### src/rtl/parking_gate_ctrl.sv
// Lane controller: debounces entry/exit loop sensors, sequences both barriers, emits one inc/dec pulse per passage.
// Latency: gate opens DEBOUNCE_CYCLES+2 edges after a stable raw request; car pulse registered one edge after COMMIT.
// Backpressure: the shared pulse path is arbitrated (entry first); a losing exit lane holds in COMMIT one extra cycle.
//
// Ports: clk, reset (sync, active-low); raw sensors entry_req/entry_clear/exit_req/exit_clear;
//        free_slots from the parking counter; gate commands; inc_car/dec_car/entry_denied pulses; full flag.
module parking_gate_ctrl #(
    parameter int DEBOUNCE_CYCLES = 4,
    parameter int TIMEOUT_CYCLES  = 32
) (
    input  logic       clk,
    input  logic       reset,
    input  logic       entry_req,
    input  logic       entry_clear,
    input  logic       exit_req,
    input  logic       exit_clear,
    input  logic [3:0] free_slots,
    output logic       entry_gate_open,
    output logic       exit_gate_open,
    output logic       inc_car,
    output logic       dec_car,
    output logic       entry_denied,
    output logic       full
);

    typedef enum logic [1:0] {
        IDLE   = 2'd0,
        OPEN   = 2'd1,
        PASS   = 2'd2,
        COMMIT = 2'd3
    } lane_state_t;

    localparam logic [3:0] DB_LAST = 4'(DEBOUNCE_CYCLES - 1);
    localparam logic [7:0] TO_LAST = 8'(TIMEOUT_CYCLES - 1);

    // Sensor index map: 0 entry_req, 1 entry_clear, 2 exit_req, 3 exit_clear
    logic [3:0] raw_in;
    logic [3:0] raw_q;
    logic [3:0] deb_lvl;
    logic [3:0] deb_cnt [4];
    logic       entry_req_d;
    logic       exit_req_d;

    assign raw_in = {exit_clear, exit_req, entry_clear, entry_req};

    // Input register, then a per-sensor run counter: the level flips only once
    // DEBOUNCE_CYCLES consecutive registered samples disagree with it.
    always_ff @(posedge clk) begin
        if (!reset) begin
            raw_q       <= '0;
            deb_lvl     <= '0;
            entry_req_d <= 1'b0;
            exit_req_d  <= 1'b0;
            for (int i = 0; i < 4; i++) begin
                deb_cnt[i] <= '0;
            end
        end else begin
            raw_q       <= raw_in;
            entry_req_d <= deb_lvl[0];
            exit_req_d  <= deb_lvl[2];
            for (int i = 0; i < 4; i++) begin
                if (raw_q[i] != deb_lvl[i]) begin
                    if (deb_cnt[i] == DB_LAST) begin
                        deb_lvl[i] <= raw_q[i];
                        deb_cnt[i] <= '0;
                    end else begin
                        deb_cnt[i] <= deb_cnt[i] + 4'd1;
                    end
                end else begin
                    deb_cnt[i] <= '0;
                end
            end
        end
    end

    // Request events are rising edges of the debounced level only, so a held
    // sensor cannot retrigger a lane.
    logic entry_ev;
    logic exit_ev;
    assign entry_ev = deb_lvl[0] & ~entry_req_d;
    assign exit_ev  = deb_lvl[2] & ~exit_req_d;

    lane_state_t entry_state, entry_next;
    lane_state_t exit_state,  exit_next;
    logic [7:0]  entry_tmr,   entry_tmr_next;
    logic [7:0]  exit_tmr,    exit_tmr_next;
    logic        entry_grant;
    logic        exit_grant;
    logic        denied_next;

    always_ff @(posedge clk) begin
        if (!reset) begin
            entry_state  <= IDLE;
            exit_state   <= IDLE;
            entry_tmr    <= '0;
            exit_tmr     <= '0;
            inc_car      <= 1'b0;
            dec_car      <= 1'b0;
            entry_denied <= 1'b0;
            full         <= 1'b0;
        end else begin
            entry_state  <= entry_next;
            exit_state   <= exit_next;
            entry_tmr    <= entry_tmr_next;
            exit_tmr     <= exit_tmr_next;
            inc_car      <= entry_grant;
            dec_car      <= exit_grant;
            entry_denied <= denied_next;
            full         <= (free_slots == 4'd0);
        end
    end

    always_comb begin
        entry_next     = entry_state;
        exit_next      = exit_state;
        entry_tmr_next = entry_tmr;
        exit_tmr_next  = exit_tmr;
        denied_next    = 1'b0;
        // Entry wins the pulse path; exit waits a cycle so the pulses never overlap.
        entry_grant    = (entry_state == COMMIT);
        exit_grant     = (exit_state == COMMIT) && !entry_grant;

        unique case (entry_state)
            IDLE: begin
                entry_tmr_next = '0;
                if (entry_ev) begin
                    if (free_slots != 4'd0) begin
                        entry_next = OPEN;
                    end else begin
                        denied_next = 1'b1;
                    end
                end
            end
            OPEN: begin
                if (deb_lvl[1]) begin
                    entry_next = PASS;
                end else if (entry_tmr == TO_LAST) begin
                    entry_next = IDLE;
                end else begin
                    entry_tmr_next = entry_tmr + 8'd1;
                end
            end
            PASS: begin
                if (!deb_lvl[1]) begin
                    entry_next = COMMIT;
                end
            end
            COMMIT: begin
                if (entry_grant) begin
                    entry_next = IDLE;
                end
            end
            default: entry_next = IDLE;
        endcase

        unique case (exit_state)
            IDLE: begin
                exit_tmr_next = '0;
                if (exit_ev) begin
                    exit_next = OPEN;
                end
            end
            OPEN: begin
                if (deb_lvl[3]) begin
                    exit_next = PASS;
                end else if (exit_tmr == TO_LAST) begin
                    exit_next = IDLE;
                end else begin
                    exit_tmr_next = exit_tmr + 8'd1;
                end
            end
            PASS: begin
                if (!deb_lvl[3]) begin
                    exit_next = COMMIT;
                end
            end
            COMMIT: begin
                if (exit_grant) begin
                    exit_next = IDLE;
                end
            end
            default: exit_next = IDLE;
        endcase
    end

    // Barrier is up only while waiting for or carrying a car; COMMIT drops it.
    assign entry_gate_open = (entry_state == OPEN) || (entry_state == PASS);
    assign exit_gate_open  = (exit_state == OPEN)  || (exit_state == PASS);

endmodule

### config.mk
export PLATFORM = sky130hd
export DESIGN_NAME = parking_gate_ctrl
export DESIGN_NICKNAME = d
export VERILOG_FILES = /design/src/rtl/parking_gate_ctrl.sv
export SDC_FILE = /design/constraint.sdc
export NUM_CORES = 1
export LEC_CHECK = 0
export ABC_CLOCK_PERIOD_IN_PS = 2700
export CORE_ASPECT_RATIO = 1.25
export CORE_MARGIN = 2
export CORE_UTILIZATION = 60
export CTS_CLUSTER_DIAMETER = 50
export DETAILED_ROUTE_END_ITERATION = 16
export GPL_TIMING_DRIVEN = 1
export PLACE_DENSITY = 0.81
export SLEW_MARGIN = 10
export SYNTH_ARGS = -nofsm -noshare
export SYNTH_HDL_FRONTEND = slang
export SYNTH_SLANG_ARGS = --single-unit
### constraint.sdc
create_clock -name clk -period 2.7 [get_ports clk]
set_input_delay 0.54 -clock clk [delete_from_list [all_inputs] [get_ports clk]]
set_output_delay 0.54 -clock clk [all_outputs]
set_load 0.01 [all_outputs]
Word level (Yosys, flattened, before mapping)
Memories as Yosys holds them, arrays and structs flattened.
Cells that the tools add are included.
Cells by class
  add/sub/neg operators: 6
  equal/unequal tests: 28
  multiplexer cells: 76
  bitwise gates (word level): 16
  reductions and logical operators: 19
Operators with widths (count)
  two-way mux 4 bit: 12
  two-way mux 1 bit: 46
  two-way mux 8 bit: 4
  one-hot mux 8 bit (2 select lines): 2
  two-way mux 2 bit: 10
  inequality test 2 bit (second input constant): 10
  adder 4 x 1 -> 4 bit (second input constant): 4
  adder 8 x 1 -> 8 bit (second input constant): 2
  equality test 4 x 2 -> 1 bit (second input constant): 4
  equality test 8 x 5 -> 1 bit (second input constant): 2
  one-hot mux 2 bit (4 select lines): 2
  bitwise OR 1 bit: 12
  AND reduction 3 bit: 3
  equality test 2 bit (second input constant): 4
  AND reduction 2 bit: 4
  AND reduction 4 bit: 2
  inequality test 3 bit (second input constant): 2
  equality test 2 x 1 -> 1 bit (second input constant): 2
  logical NOT 2 bit: 2
  logical NOT 4 bit: 1
  inequality test 1 bit: 4
  nonzero test 2 bit: 2
  nonzero test 4 bit: 1
  bitwise AND 1 bit: 2
  4 further kinds: 6
Word-level totals
  register bits after elaboration: 34
  memory bits (writable): 16
  input port bits: 10
  output and inout port bits: 6
  memories: 1
Memory list
  deb_cnt: depth 4, bits a word 4, read ports 4, clocked after memory_dff 0, write ports 4, RTL line 40  | logic [3:0] deb_cnt [4];

Longest topological paths before layout
Gate-level depths: netlist of run 1.
  depth in word-level cells: 8
  mapped depth: 8
  mapped depth without buffers: 7

Worst setup path after synthesis of run 1
OpenSTA, ideal clock, no wires.
  kind: register -> register
  start: reg exit_tmr[0]
  end: reg exit_state[0]
  library setup time: 0.124 ns
  arrival time: 1.652 ns
  slack: 0.924 ns
  cell stages (with the launch flop): 8
  path buffers: 1
  clock period less this slack: 1.776 ns
  cells stage by stage: dfxtp_1 -> ha_1 -> or4b_1 -> o21ai_2 -> buf_6 -> nand2_1 -> o31ai_1 -> a21oi_1
Between the ends
  longest elaborated chain between the ends: 3
Ends and longest elaborated chain
  from (decl): RTL line 86  | logic [7:0] exit_tmr, exit_tmr_next;
  from (signal assigned): RTL line 105  | exit_tmr <= exit_tmr_next;
  equality test 8 x 5 -> 1 bit: RTL line 166  | end else if (exit_tmr == TO_LAST) begin
  inequality test 3 bit (no line)
  AND reduction 4 bit (no line)
  to (signal assigned): RTL line 103  | exit_state <= exit_next;
  to (decl): RTL line 84  | lane_state_t exit_state, exit_next;
No other way between the ends.
A chain may end at the register's enable or synchronous reset.

Worst setup path after layout of run 1
  start: reg entry_state[0]
  end: out entry_gate_open
Between the ends
  longest elaborated chain between the ends: 2
Ends and longest elaborated chain
  from (decl): RTL line 83  | lane_state_t entry_state, entry_next;
  from (signal assigned): RTL line 102  | entry_state <= entry_next;
  equality test 2 x 1 -> 1 bit / equality test 2 bit (equally long branches): RTL line 187  | assign entry_gate_open = (entry_state == OPEN) || (entry_state == PASS);
  logical OR 1 bit (*): RTL line 187
  to (decl): RTL line 18  | output logic entry_gate_open,
Mark *: on every way between the ends. The rest lies on a longest branch, timed or not.

==> results of run 1 <==
==> worst min-delay path: cells and delay by family, from the launching register on <==
kind	cells	cell delay, ps
simple gates	1	60
flops	1	330
compound gates	1	60
==> synth_stat cells (4+ instances only) <==
library cell / count
and2_1: 11
nand4_1: 4
xnor2_1: 14
xor2_1: 8
dfxtp_1: 34
nor2_1: 32
a21boi_0: 6
a21oi_1: 10
nand2_1: 22
ha_1: 15
edfxtp_1: 16
nand3_1: 22
inv_1: 11
==> layout make-up <==
| class | count | area [µm²] | area share, % |
|---|---|---|---|
| Multi-Input combinational cell | 193 | 1230 | 44.0 |
| Sequential cell | 50 | 1160 | 41.6 |
| Timing Repair Buffer | 16 | 158 | 5.65 |
| Clock buffer | 5 | 68.8 | 2.46 |
| Tap cell | 54 | 67.6 | 2.42 |
| Clock inverter | 3 | 63.8 | 2.28 |
| Inverter | 12 | 45.0 | 1.61 |
==> logic make-up (layout without fill, tap and decap cells) <==
family          after synthesis  after routing
simple gates                106            106
fa+ha+maj                    15             15
other cells                   1             16
buf+inv                      17             36
flops                        50             50
xor+xnor                     22             22
compound gates               33             33
mux                           1              1
==> metrics by stage <==
stage	hold WS [ps]	utilization (%)	cell area (µm²)
floorplan	464	-	2470
global placement	476	69.7	2660
detailed placement	488	69.7	2660
CTS	501	73.2	2790
global route	516	73.2	2790
finish	496	73.2	2790
==> power groups by stage <==
stage / registers (W) / clock network (W) / logic (W)
CTS: 0.000822 / 0.000623 / 0.000177
floorplan: 0.000834 / 0 / 0.000136
global route: 0.000826 / 0.000641 / 0.000199
finish: 0.000822 / 0.000605 / 0.000177
detailed placement: 0.000839 / 0 / 0.000176
global placement: 0.000838 / 0 / 0.000173
==> routing by layer <==
metal,vias up,global-route usage (%)
li1,885,-
met1,775,23.5
met2,36,29.9
met3,8,4.81
met4,0,7.97
met5,-,0
==> sequential cells by signal, summed over array words and instances, names as in the netlist, named ones only <==
register	cells
exit_tmr	8
raw_q	4
exit_state	1
entry_req_d	1
exit_req_d	1
entry_denied	1
inc_car	1
entry_state	1
deb_lvl	4
entry_tmr	8
deb_cnt	16
dec_car	1
full	1
==> worst min path at each step <==
stage	start	endpoint	slack (ps)	cells past startpoint
floorplan	raw_q[0]	deb_lvl[0]	460	2
global placement	raw_q[2]	deb_lvl[2]	480	2
detailed placement	raw_q[2]	deb_lvl[2]	490	2
CTS	raw_q[2]	deb_lvl[2]	500	2
global route	raw_q[2]	deb_lvl[2]	520	2
finish	raw_q[3]	deb_lvl[3]	500	2
==> impl_metrics.csv, run 1 <==
group,metric,value,unit
status,status,"finished clean",
detailed_routing,vias_per_cell,5.12,
setup_path,r2r_slack,550,ps
logic_synthesis,synth.ff_latch_count,50,
die,placeableCoreArea,3820,µm²
setup_path,ff2ff_path_depth,6,
setup_path,path_cells,"inv_1, ha_1, clkdlybuf4s50_1",
setup_path,worst_setup_path_end_kind,"primary output",
logic_synthesis,ys_async_sr_fraction,0,%
sta,fin_skew,8.73,ps
power_and_ir_drop,power.total,0.00160,W
sta,period_minus_slack,2200,ps
detailed_routing,route.detailed.drc,0,
sta,slew_viol_final,0,
logic_synthesis,synth.area.top_cells,"dfxtp_1, edfxtp_1, ha_1",
detailed_routing,wl,3770,µm
setup_path,path_depth,3,
final_layout,areaGrowthSynthToFinish,15.8,%
logic_synthesis,synth_compound_area_share,10.6,%
hold_path,hold_path_class,"flip-flop to flip-flop",
logic_synthesis,synth_edf_count,16,
final_layout,fillCellCount,301,
placement,port_buffers,15,
clock_tree,hold_buffers,0,
sta,hold_viol,0,
placement,hpwl,2780,µm
detailed_routing,top_layer,"met4",
clock_tree,clkLatencyLatePin,300,ps
flow_run,cap_violations,0,
detailed_routing,wl_met2,1860,µm
logic_synthesis,synth-adder-area-share,7.78,%
global_routing,grt_pass1_wl,6300,µm
logic_synthesis,ys_warn_count,0,
logic_synthesis,yosysSeqAreaShare,48.1,%
logic_synthesis,synth_top_family_by_area,"simple AND/OR/NAND/NOR gates",
global_routing,grt_max_degree,29,
power_and_ir_drop,netSwitchingPower,0.000365,W
final_layout,fin_cells,333,
global_routing,grt-ovfl-total,0,
setup_path,r2r-start,"exit_tmr[0]",
clock_tree,cts.repair.resized,0,
final_layout,layout_common_cells,"dfxtp_1, nor2_1, nand3_1, nand2_1",
clock_tree,cts_setup_buffers,0,
global_routing,track_usage,18.5,%
clock_tree,cts_buffer_depth,2,
logic_synthesis,synth_cells,245,
clock_tree,clkTransAtPathRegs,90,ps
power_and_ir_drop,seq_power_share,51.3,%
die,die_y,74.9,µm
die,fp-row-count,25,
setup_path,required,2160,ps
sta,rsz0062_at_grt,"false",
power_and_ir_drop,switching_share,22.8,%
setup_path,critPathMaxStageDelay,520,ps
logic_synthesis,synthMuxAreaShare,0.415,%
placement,dp.cells,325,
clock_tree,cts_made_buffers,5,
detailed_routing,first_pass_iters,5,
clock_tree,root_buffer,"clkbuf_8",
logic_synthesis,synthXorXnorAreaFrac,7.99,%
power_and_ir_drop,clockPowerShare,37.7,%
power_and_ir_drop,power.density,574,nW/µm²
logic_synthesis,synth_top_cell_by_area,"dfxtp_1",
detailed_routing,detail_route.wl_per_cell,11.3,µm
sta,setup_tns,0,ps
sta,period_share,81.3,%
setup_path,cp-endpoint,"entry_gate_open",
power_and_ir_drop,ir_drop,0.000409,V
setup_path,path_buf_inv,2,
logic_synthesis,yosys.area_share.simple,21.7,%
setup_path,cp_slowest_cell,"clkdlybuf4s50_1",
die,num_io_pins,16,
detailed_routing,met1Wirelength,1700,µm
die,start_util,63.2,%
sta,fin_ws,504,ps
sta,finalSetupViolCount,0,
power_and_ir_drop,p_int,0.00124,W
detailed_routing,drtIter0Drc,72,
power_and_ir_drop,power_leakage,1.10,nW
setup_path,cp_data_arrival_time,1660,ps
clock_tree,clock_sinks,50,
logic_synthesis,synth.distinct_cells,43,
placement,gp_congestion,0.879,
setup_path,crit_family,"buffers and inverters",
logic_synthesis,ys.flop_type,"dfxtp_1",
logic_synthesis,syn_area,2410,µm²
power_and_ir_drop,power_frac_comb,11.0,%
sta,max_clock_freq,0.455,GHz
final_layout,diodes,0,
die,die_area,4550,µm²
detailed_routing,ant_nets,0,
clock_tree,cts_tree,"built",
clock_tree,cts-htree-levels,2,
final_layout,final_common_cell,"dfxtp_1",
die,die_width,60.7,µm
global_routing,grt_pass1_vias,1501,
setup_path,cp-startpoint,"entry_state[0]",
detailed_routing,num_vias,1704,
setup_path,worst-setup-path-type,"flip-flop to primary output",
detailed_routing,wl_met3,131,µm
global_routing,antenna_found_initial,0,
setup_path,startpoint_type,"flip-flop",
setup_path,crit_fanout,5,
logic_synthesis,yosysTopAreaCellShare,28.2,%
final_layout,drive_gt1_share,6.81,%
logic_synthesis,avgSynthCellArea,9.85,µm²
placement,dp_worst_setup_slack,603,ps
final_layout,nNetsFinal,303,
No activity file was read; power rests on OpenSTA's default activity.
==> run 2: changes to the inputs <==
--- a/config.mk
+++ b/config.mk
@@ -5,14 +5,14 @@
 export SDC_FILE = /design/constraint.sdc
 export NUM_CORES = 1
 export LEC_CHECK = 0
-export ABC_CLOCK_PERIOD_IN_PS = 2700
+export ABC_CLOCK_PERIOD_IN_PS = 2300
 export CORE_ASPECT_RATIO = 1.25
 export CORE_MARGIN = 2
-export CORE_UTILIZATION = 60
+export CORE_UTILIZATION = 58
 export CTS_CLUSTER_DIAMETER = 50
 export DETAILED_ROUTE_END_ITERATION = 16
 export GPL_TIMING_DRIVEN = 1
-export PLACE_DENSITY = 0.81
+export PLACE_DENSITY = 0.78
 export SLEW_MARGIN = 10
 export SYNTH_ARGS = -nofsm -noshare
 export SYNTH_HDL_FRONTEND = slang
==> constraint.sdc (replaced) <==
create_clock -name clk -period 2.3 [get_ports clk]
set_input_delay 0.46 -clock clk [delete_from_list [all_inputs] [get_ports clk]]
set_output_delay 0.46 -clock clk [all_outputs]
set_load 0.01 [all_outputs]
==> impl_metrics.csv, run 2 (synthesized netlist as in run 1, its figures left out) <==
group,metric,value,unit
clock_tree,hold_buffers,0,
hold_path,hp-start,"raw_q[1]",
global_routing,grt-ovfl-total,0,
global_routing,grt_max_degree,29,
setup_path,cp-startpoint,"entry_state[0]",
final_layout,postLayoutCoreUtil,68.9,%
sta,period_share,92.1,%
sta,period_minus_slack,2120,ps
final_layout,layout_common_cells,"dfxtp_1, nor2_1, nand3_1, nand2_1",
sta,slew_viol_final,0,
sta,setup_tns,0,ps
sta,finalSetupViolCount,0,
clock_tree,clkLatencyLatePin,290,ps
die,placeableCoreArea,4030,µm²
setup_path,worst-setup-path-type,"flip-flop to primary output",
final_layout,nNetsFinal,304,
clock_tree,cts_made_buffers,5,
sta,max_clock_freq,0.472,GHz
detailed_routing,num_vias,1687,
clock_tree,cts_setup_buffers,0,
detailed_routing,first_pass_iters,4,
final_layout,regMostFlops,"deb_cnt",
detailed_routing,drtIter0Drc,76,
sta,rsz0062_at_grt,"false",
detailed_routing,ant_nets,0,
status,status,"finished clean",
placement,hpwl,2700,µm
placement,port_buffers,15,
final_layout,diodes,0,
die,die_width,61.7,µm
global_routing,grt_pass1_vias,1613,
clock_tree,clkTransAtPathRegs,90,ps
detailed_routing,route.detailed.drc,0,
setup_path,worst_setup_path_end_kind,"primary output",
power_and_ir_drop,ir_drop,0.000470,V
setup_path,crit_fanout,5,
hold_path,hold_path_class,"flip-flop to flip-flop",
global_routing,grt_pass1_wl,6690,µm
global_routing,antenna_found_initial,0,
placement,gp_congestion,0.885,
final_layout,fin_cells,336,
clock_tree,cts.repair.resized,0,
final_layout,drive_gt1_share,7.50,%
clock_tree,cts_tree,"built",
global_routing,track_usage,18.3,%
placement,dp.cells,328,
clock_tree,cts-htree-levels,2,
die,die_y,76.1,µm
setup_path,cp_data_arrival_time,1660,ps
die,start_util,59.8,%
sta,hold_viol,0,
detailed_routing,wl,3730,µm
flow_run,cap_violations,0,
final_layout,final_common_cell,"dfxtp_1",
final_layout,areaGrowthSynthToFinish,15.2,%
setup_path,startpoint_type,"flip-flop",
die,fp-row-count,26,
final_layout,reg_top3,"deb_cnt: 16 flops, entry_tmr: 8 flops, exit_tmr: 8 flops",
power_and_ir_drop,power_leakage,1.09,nW
detailed_routing,detail_route.wl_per_cell,11.1,µm
die,die_area,4690,µm²
setup_path,r2r-start,"exit_tmr[0]",
clock_tree,cts_buffer_depth,2,
clock_tree,clock_sinks,50,
die,num_io_pins,16,
sta,fin_skew,3.40,ps
clock_tree,root_buffer,"clkbuf_8",
final_layout,largest_reg_flops,16,
detailed_routing,vias_per_cell,5.02,
power_and_ir_drop,power.density,637,nW/µm²
setup_path,required,1840,ps
## run 2: changes by cell type in the layout (fill, tap and decap cells not counted), sizes merged
cell / delta
buf: +1
bufinv: -1
clkinv: +1
## run 2: path summary, 6_finish.rpt
check / end / slack (ps) / depth (start not counted)
setup reg to reg: exit_tmr[7] / 290 / 7
hold / removal: deb_lvl[1] / 500 / 2
setup / recovery: entry_gate_open / 180 / 3
hold reg to reg: deb_lvl[1] / 500 / 2
## run 2: per-layer routing
metal | vias to the layer above | track usage (%) | wire [µm]
met4 | 0 | 8.09 | 70
met5 | - | 0 | 0
li1 | 892 | - | -
met2 | 26 | 28.5 | 1800
met1 | 763 | 23.8 | 1740
met3 | 6 | 4.07 | 115
## run 2: per-stage QoR
step,hold slack (ps),area [µm²],total power [W],setup slack (ps)
2_1_floorplan,464,2470,0.00114,524
3_3_place_gp,478,2670,0.00119,368
3_5_place_dp,485,2670,0.00119,348
4_1_cts,498,2780,0.00179,170
5_1_grt,536,2780,0.00186,116
6_report,499,2780,0.00177,182
## run 2: report_power, final
part           leakage (nW)  switching [W]  total (W)  internal, W
clock network        0.0579       0.000275   0.000595     0.000320
logic                 0.597       0.000122   0.000210    0.0000877
registers             0.440      0.0000259   0.000965     0.000939
total                  1.09       0.000423    0.00177      0.00135
## run 2: critical path, stage by stage (launching register included)
cell and delay (ps):
dfxtp_1 400, inv_1 130, ha_1 300, clkdlybuf4s50_1 530
## run 2: cell type report
type                    instances  area, µm²
clock buffers                   5       68.8
clock inverters                 3       40.0
fillers                       358       1250
inverters                      12       45.0
multi-input cells             193       1230
flip-flops and latches         50       1160
well taps                      56       70.1
repair buffers                 17        165
